`config.mk`:
```
export PLATFORM = sky130hd
export DESIGN_NAME = hf_subcarrier_demod_flat
export DESIGN_NICKNAME = d
export VERILOG_FILES = /design/src/rtl/hf_subcarrier_demod_if.sv /design/src/rtl/hf_subcarrier_demod.sv /design/src/flat_wrapper.sv
export SDC_FILE = /design/constraint.sdc
export NUM_CORES = 1
export LEC_CHECK = 0
export ABC_CLOCK_PERIOD_IN_PS = 4000
export CORE_MARGIN = 3
export CORE_UTILIZATION = 44
export DETAILED_ROUTE_END_ITERATION = 8
export PLACE_DENSITY = 0.66
export SETUP_SLACK_MARGIN = 0.15
export SLEW_MARGIN = 25
export SYNTH_ARGS = -nofsm -noshare
export SYNTH_HDL_FRONTEND = slang
export SYNTH_SLANG_ARGS = --single-unit
```
`constraint.sdc`:
```
create_clock -name osc_clk -period 4 [get_ports osc_clk]
set_clock_uncertainty 0.15 [all_clocks]
set_input_delay 0.6 -clock osc_clk [delete_from_list [all_inputs] [get_ports osc_clk]]
set_output_delay 0.6 -clock osc_clk [all_outputs]
set_load 0.1 [all_outputs]
```
`src/rtl/hf_subcarrier_demod_if.sv`:
```
// hf_subcarrier_demod_if: sample/control inputs and detector/SSP outputs of the subcarrier demodulator
interface hf_subcarrier_demod_if #(
  parameter int ADC_W = 8,
  parameter int SUBC_LOG2 = 4,
  parameter int CNT_W = 16
);
  logic enable;
  logic [ADC_W-1:0] adc_d;
  logic [ADC_W+1:0] threshold;
  logic [SUBC_LOG2-1:0] reset_phase;
  logic clear_count;
  logic curbit;
  logic curbit_valid;
  logic [CNT_W-1:0] mod_count;
  logic ssp_clk;
  logic ssp_frame;
  logic ssp_din;
  modport master(
    output enable, adc_d, threshold, reset_phase, clear_count,
    input curbit, curbit_valid, mod_count, ssp_clk, ssp_frame, ssp_din
  );
  modport slave(
    input enable, adc_d, threshold, reset_phase, clear_count,
    output curbit, curbit_valid, mod_count, ssp_clk, ssp_frame, ssp_din
  );
endinterface

```
`src/rtl/hf_subcarrier_demod.sv`:
```
// hf_subcarrier_demod: derivative-filter subcarrier detector with per-window decision serialised over SSP
module hf_subcarrier_demod #(
  parameter int ADC_W = 8,
  parameter int SUBC_LOG2 = 4,
  parameter int FRAME_BITS = 8,
  parameter int CNT_W = 16
) (
  input logic osc_clk,
  input logic rst,
  hf_subcarrier_demod_if.slave bus
);
  localparam int P = 1 << SUBC_LOG2;
  localparam int CW = SUBC_LOG2 + $clog2(FRAME_BITS);
  localparam int FW = ADC_W + 3;
  logic [CW-1:0] cnt;
  logic [SUBC_LOG2-1:0] lo;
  logic [ADC_W-1:0] p1, p2, p3, p4;
  logic [FW-1:0] pos, neg;
  logic signed [FW-1:0] f, fall_max, rise_min, thr;
  logic boundary, hit;
  assign lo = cnt[SUBC_LOG2-1:0];
  assign pos = {2'b0, p4, 1'b0} + {3'b0, p3};
  assign neg = {2'b0, bus.adc_d, 1'b0} + {3'b0, p1};
  assign f = $signed(pos - neg);
  assign thr = $signed({1'b0, bus.threshold});
  assign boundary = lo == bus.reset_phase;
  assign hit = fall_max > thr && rise_min < -thr;
  always_ff @(negedge osc_clk or posedge rst)
    if (rst) begin
      p1 <= '0;
      p2 <= '0;
      p3 <= '0;
      p4 <= '0;
    end else begin
      p1 <= bus.adc_d;
      p2 <= p1;
      p3 <= p2;
      p4 <= p3;
    end
  // peaks start at 0, so any f beating them already has the right sign
  always_ff @(negedge osc_clk or posedge rst)
    if (rst) begin
      cnt <= '0;
      fall_max <= '0;
      rise_min <= '0;
      bus.curbit <= 1'b0;
      bus.curbit_valid <= 1'b0;
    end else if (!bus.enable) begin
      cnt <= '0;
      fall_max <= '0;
      rise_min <= '0;
      bus.curbit <= 1'b0;
      bus.curbit_valid <= 1'b0;
    end else begin
      cnt <= cnt + 1'b1;
      bus.curbit_valid <= boundary;
      if (boundary) begin
        bus.curbit <= hit;
        fall_max <= '0;
        rise_min <= '0;
      end else begin
        if (f > fall_max) fall_max <= f;
        if (f < rise_min) rise_min <= f;
      end
    end
  always_ff @(negedge osc_clk or posedge rst)
    if (rst) bus.mod_count <= '0;
    else if (bus.clear_count) bus.mod_count <= '0;
    else if (bus.enable && boundary && hit && !(&bus.mod_count)) bus.mod_count <= bus.mod_count + 1'b1;
  always_ff @(negedge osc_clk or posedge rst)
    if (rst) begin
      bus.ssp_clk <= 1'b0;
      bus.ssp_frame <= 1'b0;
      bus.ssp_din <= 1'b0;
    end else if (!bus.enable) begin
      bus.ssp_clk <= 1'b0;
      bus.ssp_frame <= 1'b0;
      bus.ssp_din <= 1'b0;
    end else begin
      if (lo == '0) begin
        bus.ssp_clk <= 1'b1;
        bus.ssp_din <= bus.curbit;
      end else if (lo == SUBC_LOG2'(P / 2)) begin
        bus.ssp_clk <= 1'b0;
      end
      if (cnt == CW'(P / 2 - 1)) bus.ssp_frame <= 1'b1;
      else if (cnt == CW'(P + P / 2 - 1)) bus.ssp_frame <= 1'b0;
    end
endmodule

```
`src/flat_wrapper.sv`:
```
// flat-port wrapper written by rule: the top's interface ports become plain ports
module hf_subcarrier_demod_flat 
#(
  parameter int ADC_W = 8,
  parameter int SUBC_LOG2 = 4,
  parameter int FRAME_BITS = 8,
  parameter int CNT_W = 16
)
  (osc_clk, rst, bus_enable, bus_adc_d, bus_threshold, bus_reset_phase, bus_clear_count, bus_curbit, bus_curbit_valid, bus_mod_count, bus_ssp_clk, bus_ssp_frame, bus_ssp_din);
  hf_subcarrier_demod_if #(.ADC_W(ADC_W), .SUBC_LOG2(SUBC_LOG2), .CNT_W(CNT_W)) bus_i ();
  input logic osc_clk;
  input logic rst;
  input wire logic [$bits(bus_i.enable)-1:0] bus_enable;
  input wire logic [$bits(bus_i.adc_d)-1:0] bus_adc_d;
  input wire logic [$bits(bus_i.threshold)-1:0] bus_threshold;
  input wire logic [$bits(bus_i.reset_phase)-1:0] bus_reset_phase;
  input wire logic [$bits(bus_i.clear_count)-1:0] bus_clear_count;
  output wire logic [$bits(bus_i.curbit)-1:0] bus_curbit;
  output wire logic [$bits(bus_i.curbit_valid)-1:0] bus_curbit_valid;
  output wire logic [$bits(bus_i.mod_count)-1:0] bus_mod_count;
  output wire logic [$bits(bus_i.ssp_clk)-1:0] bus_ssp_clk;
  output wire logic [$bits(bus_i.ssp_frame)-1:0] bus_ssp_frame;
  output wire logic [$bits(bus_i.ssp_din)-1:0] bus_ssp_din;
  assign bus_i.enable = bus_enable;
  assign bus_i.adc_d = bus_adc_d;
  assign bus_i.threshold = bus_threshold;
  assign bus_i.reset_phase = bus_reset_phase;
  assign bus_i.clear_count = bus_clear_count;
  assign bus_curbit = bus_i.curbit;
  assign bus_curbit_valid = bus_i.curbit_valid;
  assign bus_mod_count = bus_i.mod_count;
  assign bus_ssp_clk = bus_i.ssp_clk;
  assign bus_ssp_frame = bus_i.ssp_frame;
  assign bus_ssp_din = bus_i.ssp_din;
  hf_subcarrier_demod #(.ADC_W(ADC_W), .SUBC_LOG2(SUBC_LOG2), .FRAME_BITS(FRAME_BITS), .CNT_W(CNT_W)) u_core (.osc_clk(osc_clk), .rst(rst), .bus(bus_i));
endmodule
```
* Word level (Yosys, flattened, before mapping) *
Index checks and enable logic that the tools add are counted.

operators by class
  $add $sub $neg = 6
  multipliers = 0
  div/mod/pow operators = 0
  $lt $le $gt $ge = 4
  equality and inequality tests = 10
  shift-type cells = 0
  mux-type cells = 20
  bitwise logic cells = 0
  reductions and logical operators = 8

operators with widths
  cell                                                   count
  two-way mux 11 bit                                     6
  two-way mux 16 bit                                     2
  > comparator 11 bit                                    2
  less-than comparator 11 bit                            2
  adder 9 x 8 -> 10 bit                                  2
  adder 16 x 1 -> 16 bit, second input constant          1
  AND reduction 16 bit                                   1
  inequality test 3 x 1 -> 1 bit, second input constant  4
  two-way mux 1 bit                                      11
  negator 10 -> 11 bit                                   1
  subtractor 11 bit                                      1
  adder 7 x 1 -> 7 bit, second input constant            1
  == test 7 x 3 -> 1 bit, second input constant          1
  == test 7 x 5 -> 1 bit, second input constant          1
  two-way mux 7 bit                                      1
  == test 4 bit                                          1
  == test 4 bit, second input constant                   1
  logical AND 1 bit                                      4
  zero test 4 bit                                        1
  inequality test 2 x 1 -> 1 bit, second input constant  2
  nonzero test 2 bit                                     1
  zero test 1 bit                                        1

word-level totals
  register bits after elaboration = 82
  bits in latches = 0
  bits in writable memories = 0
  memory bits (read-only) = 0
  input port bits = 26
  memories = 0

* Longest topological paths before layout *
Gate-level depths: netlist of run 1.

  word-level depth = 7
  depth in mapped cells = 24
  depth with buffers taken out = 23

==> results_dict.tcl, run 1 <==
set metrics [dict create \
    status "finished with violations" \
    violations "setup timing" \
    critPathSlowestCell "fa_2" \
    drc_errors 0 \
    clock-root-buffer "clkbuf_16" \
    dp_hpwl_um 8599 \
    antenna_found_initial 0 \
    drive_gt1_frac 0.3842 \
    h-tree-depth 3 \
    arrival_ns 4.25 \
    synth_seq_cells 82 \
    setup_ws_ns -2.212 \
    max_slew_margin 0.6020 \
    core_area_um2 11470 \
    clk_pin_slew_ns 0.04 \
    combPwrFrac 0.561 \
    final_nets 801 \
    ios 47 \
    min_from "u_core.p2[0]" \
    insertion_delay_ns 0.34 \
    crit_family "compound AO/OA/AOI/OAI gates" \
    wl_per_cell_um 15.28 \
    n_antenna_cell 0 \
    slowest_delay_ns 0.33 \
    crit_type "input pin to register" \
    syn_inst 537 \
    swShare 0.3706 \
    route.vias.total 4547 \
    drt.antenna.violating_nets 0 \
    p_leak_nw 3.651 \
    synth-main-ff-cell "dfrtn_1" \
    hp-class "register to register" \
    tritoncts "done" \
    drtPass1Iterations 4 \
    grt_pass1_vias 4547 \
    crit_buf_inv 2 \
    placed_cells 794 \
    dieWidth_um 114.6 \
    setup_viol 39 \
    peakVddDrop_mv 0.3099 \
    total_power_mw 4.301 \
    port_buffers 46 \
    avgViaCountPerCell 5.343 \
    die-area_um2 13120 \
    yosysSeqAreaShare 0.3958 \
    p_per_area_nw_per_um2 542.4 \
    utilization 0.6914 \
    fill_cells 819 \
    grt_max_degree 50 \
    async_flop_share 1.000 \
    grt.overflow.total 0 \
    r2r_start "u_core.p3[1]" \
    ys_warn_count 0 \
    worst-path-max-fanout 6 \
    seq_power_share 0.244 \
    area_delta_synth_final_pct 52.92 \
    gp_congestion 0.8861 \
    synthesis.nets 635 \
    synth_edf_count 0 \
    synth.avg_cell_area_um2 9.655 \
    p_clk_frac 0.194 \
    yosys.cell_types.count 54 \
    numCtsBuffers 9 \
    start_util 0.4522 \
    cp-startpoint "bus_adc_d[0]" \
    row_count 39 \
    p_switching_mw 1.594 \
    cts_buffer_depth 2 \
    slew_viol_final 0 \
    cp-start-kind "input pin" \
    drtIter0Drc 133 \
    grt_pass1_wl_um 20330 \
    routed_wirelength_um 13000 \
    final_cell_area_um2 7929 \
    rsz0062_at_grt "yes" \
    end_kind "register" \
    worstMarginPinSlew_ns 0.5970 \
    required_ns 2.04 \
    synth_area_um2 5185 \
    dieHeight_um 114.6 \
    final_hold_viol_count 0 \
    crit_chain "buf_8 -> ha_4 -> fa_2 -> a21o_1 -> a21oi_2 -> o21bai_1 -> a21oi_2 -> xor2_1 -> ha_1 -> a31oi_1 -> o21bai_1 -> xnor2_1 -> inv_1 -> ha_4 -> nand4_1 -> nor2_1 -> o21ai_1 -> o2111ai_2 -> o221a_4 -> mux2i_1 -> nor2_1" \
    cap_violations 0 \
    p_int_mw 2.707 \
    fin_cells 851 \
    grt_usage 0.1903 \
    cts.sinks 82 \
    place_area_um2 6709 \
]
sequential cells by signal, indices dropped and copies added, names as in the netlist:
| signal | cells |
|---|---|
| u_core.bus.curbit | 1 |
| u_core.bus.curbit_valid | 1 |
| u_core.bus.mod_count | 16 |
| u_core.bus.ssp_clk | 1 |
| u_core.bus.ssp_din | 1 |
| u_core.bus.ssp_frame | 1 |
| u_core.cnt | 7 |
| u_core.fall_max | 11 |
| u_core.p1 | 8 |
| u_core.p2 | 8 |
| u_core.p3 | 8 |
| u_core.p4 | 8 |
| u_core.rise_min | 11 |
through the flow:
step	TNS [ns]	worst slack [ns]	hold slack, ns
finish	-63.58	-2.212	0.1448
global route	-70.27	-2.458	0.1521
CTS	-61.36	-2.171	0.1468
detailed placement	-93.25	-3.082	0.1468
global placement	-89.82	-2.964	0.1427
floorplan	-60.06	-2.226	0.1417
cell families after synthesis:
kind of cell	count (synthesis)	share of synthesized area
buffers and inverters	65	0.05068
AOI/OAI and AO/OA	105	0.1257
muxes	13	0.02582
and+or+nand+nor	164	0.1602
DFF	82	0.3958
xor gates and xnor gates	36	0.06371
adders and majority gates	72	0.1781
cells in the mapped netlist, drive strengths merged (2+ instances only):
library cell,n,share of area
a211oi,2,0.0029
a21o,9,0.013
a21oi,35,0.036
a311oi,2,0.0034
a31oi,2,0.0024
and2,4,0.0048
and3,2,0.0024
buf,6,0.0080
clkbuf,6,0.0043
dfrtn,82,0.40
fa,3,0.012
ha,69,0.17
inv,53,0.038
mux2,3,0.0065
mux2i,10,0.019
nand2,28,0.020
nand2b,5,0.0060
nand3,25,0.026
nand3b,2,0.0029
nand4,11,0.014
nor2,41,0.030
nor2b,12,0.014
nor3,16,0.015
o2111ai,2,0.0034
o211ai,2,0.0029
o21a,4,0.0058
o21ai,32,0.033
o21bai,3,0.0043
o22ai,4,0.0048
o31ai,2,0.0029
or2,3,0.0036
or3,9,0.011
or4,3,0.0043
xnor2,24,0.043
xor2,12,0.020
per-layer routing:
layer	track usage	wire, um	up-vias
met4	0.07522	229	0
li1	-	-	2219
met3	0.02484	381	20
met5	0	0	-
met2	0.3326	6851	73
met1	0.2376	5539	2235
power groups by stage:
stage | registers [mW] | logic [mW] | clock network (mW)
2_1_floorplan | 1.03 | 1.19 | 0
3_3_place_gp | 1.05 | 1.72 | 0
3_5_place_dp | 1.05 | 1.77 | 0
4_1_cts | 1.05 | 2.16 | 0.845
5_1_grt | 1.06 | 2.66 | 0.888
6_report | 1.05 | 2.41 | 0.836
layout make-up:
type | instances | area (um^2) | share of cell area
Clock buffer | 11 | 242.7 | 0.03061
Clock inverter | 5 | 61.31 | 0.007732
Inverter | 53 | 205.2 | 0.02588
Multi-Input combinational cell | 391 | 3506 | 0.4422
Sequential cell | 82 | 2052 | 0.2588
Tap cell | 143 | 178.9 | 0.02257
Timing Repair Buffer | 166 | 1683 | 0.2122
timing repair:
item,CTS,global route
setup endpoints to repair,42,45
pin swaps,60,49
resized for setup,103,59
buffers inserted,21,17
cloned,2,1
hold buffers,0,0
path summary, 6_finish.rpt:
path                                      endpoint  slack [ns]  depth (start not counted)
max reg2reg                     u_core.rise_min[0]       -0.44                         18
min reg2reg                           u_core.p3[0]        0.14                          0
max                             u_core.fall_max[4]       -2.21                         21
min                                   u_core.p3[0]        0.14                          0
max in group asynchronous             u_core.p4[4]        0.90                          3
min in group asynchronous  u_core.bus.mod_count[6]        2.40                          3
cells in the final DEF (no fill, tap or decap), types with 5 or more instances in the layout:
cell type	count
a21oi_1	22
o21ai_2	13
o21ai_0	9
xnor2_1	19
nand3_2	7
dlygate4sd2_1	5
inv_1	45
a21o_1	9
ha_4	11
o21ai_1	7
xor2_1	12
xnor2_2	5
dfrtn_1	82
ha_1	56
buf_6	18
nor2_1	38
inv_2	6
or3_4	6
clkbuf_16	9
buf_4	100
clkdlybuf4s50_1	11
mux2i_1	10
nor3_1	5
buf_12	25
a21oi_2	12
nand3_1	15
nand4_1	10
nand2_1	27
nor2b_1	12
nor3_4	7
(Power assumes the default switching activity.)
==> run 2, diff against run 1 <==
Settings changed: ABC_CLOCK_PERIOD_IN_PS 4000 to default, CORE_UTILIZATION 44 to 53, PLACE_DENSITY 0.66 to 0.77.
==> run 2 against run 1 <==
Effect of this change:
- the flow still finishes with violations (setup timing)
- global-route usage up 8.5 points
- clock power shrank 11%
- hold slack better by 0.0038 ns
- non-clock buffer count fell by 1
- combinational power increased by 15%
- largest cell class unchanged
- register-to-register slack lost 0.35 ns
- sequential share of layout area increased by 0.34 points
- highest routed layer unchanged
- core utilization rose by 14 points
- wire length is 32% higher
==> results_dict.tcl, run 2 (same netlist as run 1, synthesis figures left out) <==
set metrics [dict create \
    slew_viol_final 0 \
    fin_cells 836 \
    swShare 0.4028 \
    grt.overflow.total 0 \
    area_delta_synth_final_pct 50.97 \
    setup_viol 39 \
    drtPass1Iterations 8 \
    drtIter0Drc 330 \
    die-area_um2 11010 \
    multi_input_area_um2 3531 \
    total_power_mw 4.548 \
    drive_gt1_frac 0.3748 \
    crit_type "input pin to register" \
    p_clk_frac 0.163 \
    setup_ws_ns -2.451 \
    violations "setup timing" \
    worst-path-max-fanout 6 \
    avgViaCountPerCell 5.908 \
    end_kind "register" \
    cp-start-kind "input pin" \
    p_switching_mw 1.832 \
    route.vias.total 4939 \
    status "finished with violations" \
    rsz0062_at_grt "yes" \
    routed_wirelength_um 17130 \
    wl_per_cell_um 20.49 \
    final_hold_viol_count 0 \
    row_count 35 \
    required_ns 2.04 \
    cts.sinks 82 \
    p_int_mw 2.716 \
    final_common_cell "buf_4" \
    gp_congestion 0.8434 \
    cap_violations 0 \
    antenna_found_initial 0 \
    place_ws_ns -3.157 \
    combPwrFrac 0.606 \
    seqCellArea_um2 2052 \
    core_area_um2 9371 \
    p_per_area_nw_per_um2 581.0 \
    worstMarginPinSlew_ns 0.6136 \
    fill_cells 498 \
    placed_cells 772 \
    regMostFlops "u_core.bus.mod_count" \
    setup-tns-final_ns -70.92 \
    h-tree-depth 3 \
    final_cell_mix "94 x buf_4, 82 x dfrtn_1, 54 x ha_1" \
    peakVddDrop_mv 0.3558 \
    dieHeight_um 104.9 \
    tritoncts "done" \
    max_slew_margin 0.5909 \
    seq_power_share 0.231 \
    p_leak_nw 3.601 \
    grt_pass1_vias 5058 \
    grt_max_degree 83 \
    drc_errors 0 \
    insertion_delay_ns 0.35 \
    hp-class "register to register" \
    reg_top3 "u_core.bus.mod_count x16, u_core.fall_max x11, u_core.rise_min x11" \
    ios 47 \
    postCtsHoldBufs 0 \
    dp_hpwl_um 8854 \
    numCtsBuffers 9 \
    hold_slack_ns 0.1486 \
    clock-root-buffer "clkbuf_8" \
    drt.antenna.violating_nets 0 \
    port_buffers 46 \
    grt_pass1_wl_um 24260 \
    dieWidth_um 104.9 \
    largest_reg_flops 16 \
    final_nets 801 \
    cts_buffer_depth 2 \
    clk_pin_slew_ns 0.06 \
    grt_usage 0.2751 \
    start_util 0.5533 \
    n_antenna_cell 0 \
    arrival_ns 4.49 \
]
run 2: cell count changes in the layout (fill, tap and decap cells not counted), moves of 6 or more:
cell / change
o21ai_1: +11
buf_6: +9
clkbuf_16: -9
o21ai_2: -9
clkbuf_8: +8
buf_4: -6
run 2: critical path, cell delays in order:
cell	delay, ns
buf_8	0.10
ha_4	0.15
fa_2	0.34
a21o_1	0.17
a21oi_2	0.19
buf_4	0.17
xnor2_4	0.07
ha_4	0.18
nor3_1	0.20
nand3_1	0.16
a31oi_2	0.22
o21bai_1	0.11
xnor2_1	0.25
inv_2	0.09
ha_4	0.28
nand4_1	0.15
a21oi_1	0.38
o221a_4	0.37
mux2i_2	0.26
nor2_1	0.07
run 2: through the flow:
stage,cell area [um^2],util
6_report,7828,0.8352
2_1_floorplan,5313,-
4_1_cts,7562,0.8069
3_3_place_gp,6619,0.7063
5_1_grt,7828,0.8352
3_5_place_dp,6619,0.7063
run 2: layout make-up:
cell class | count | share of cell area
Clock buffer | 10 | 0.01630
Clock inverter | 5 | 0.01327
Inverter | 53 | 0.02653
Multi-Input combinational cell | 392 | 0.4511
Sequential cell | 82 | 0.2621
Tap cell | 129 | 0.02062
Timing Repair Buffer | 165 | 0.2100
run 2: per-layer routing:
layer  track usage  wire length [um]  share of wire
met1        0.3102              6200           0.36
met2        0.5014              8867           0.52
met3       0.05127               930          0.054
met4        0.1237              1134          0.066
met5             0                 0              0
run 2: worst paths after layout:
| check | startpoint | to | slack, ns | depth (start not counted) |
|---|---|---|---|---|
| setup / recovery | bus_adc_d[0] | u_core.fall_max[3] | -2.45 | 20 |
| max in group asynchronous | rst | u_core.fall_max[9] | 0.88 | 3 |
| min in group asynchronous | rst | u_core.bus.mod_count[0] | 2.45 | 3 |
| hold / removal | u_core.p2[1] | u_core.p3[1] | 0.15 | 0 |
| hold reg to reg | u_core.p2[1] | u_core.p3[1] | 0.15 | 0 |
| setup reg to reg | u_core.p3[1] | u_core.fall_max[3] | -0.79 | 20 |
run 2: what timing repair did:
item                       CTS  global route
buffers inserted            32            14
resized for setup          128            42
setup endpoints to repair   42            46
cloned                       3             0
pin swaps                   69            42
run 2: power by group through the flow:
| stage | Combinational, mW | Sequential [mW] | Clock [mW] |
|---|---|---|---|
| final | 2.76 | 1.05 | 0.740 |
| after global routing | 2.89 | 1.06 | 0.766 |
| after CTS | 2.37 | 1.04 | 0.727 |
| after detailed placement | 1.79 | 1.05 | 0 |
| after global placement | 1.69 | 1.05 | 0 |
| after floorplan | 1.19 | 1.03 | 0 |
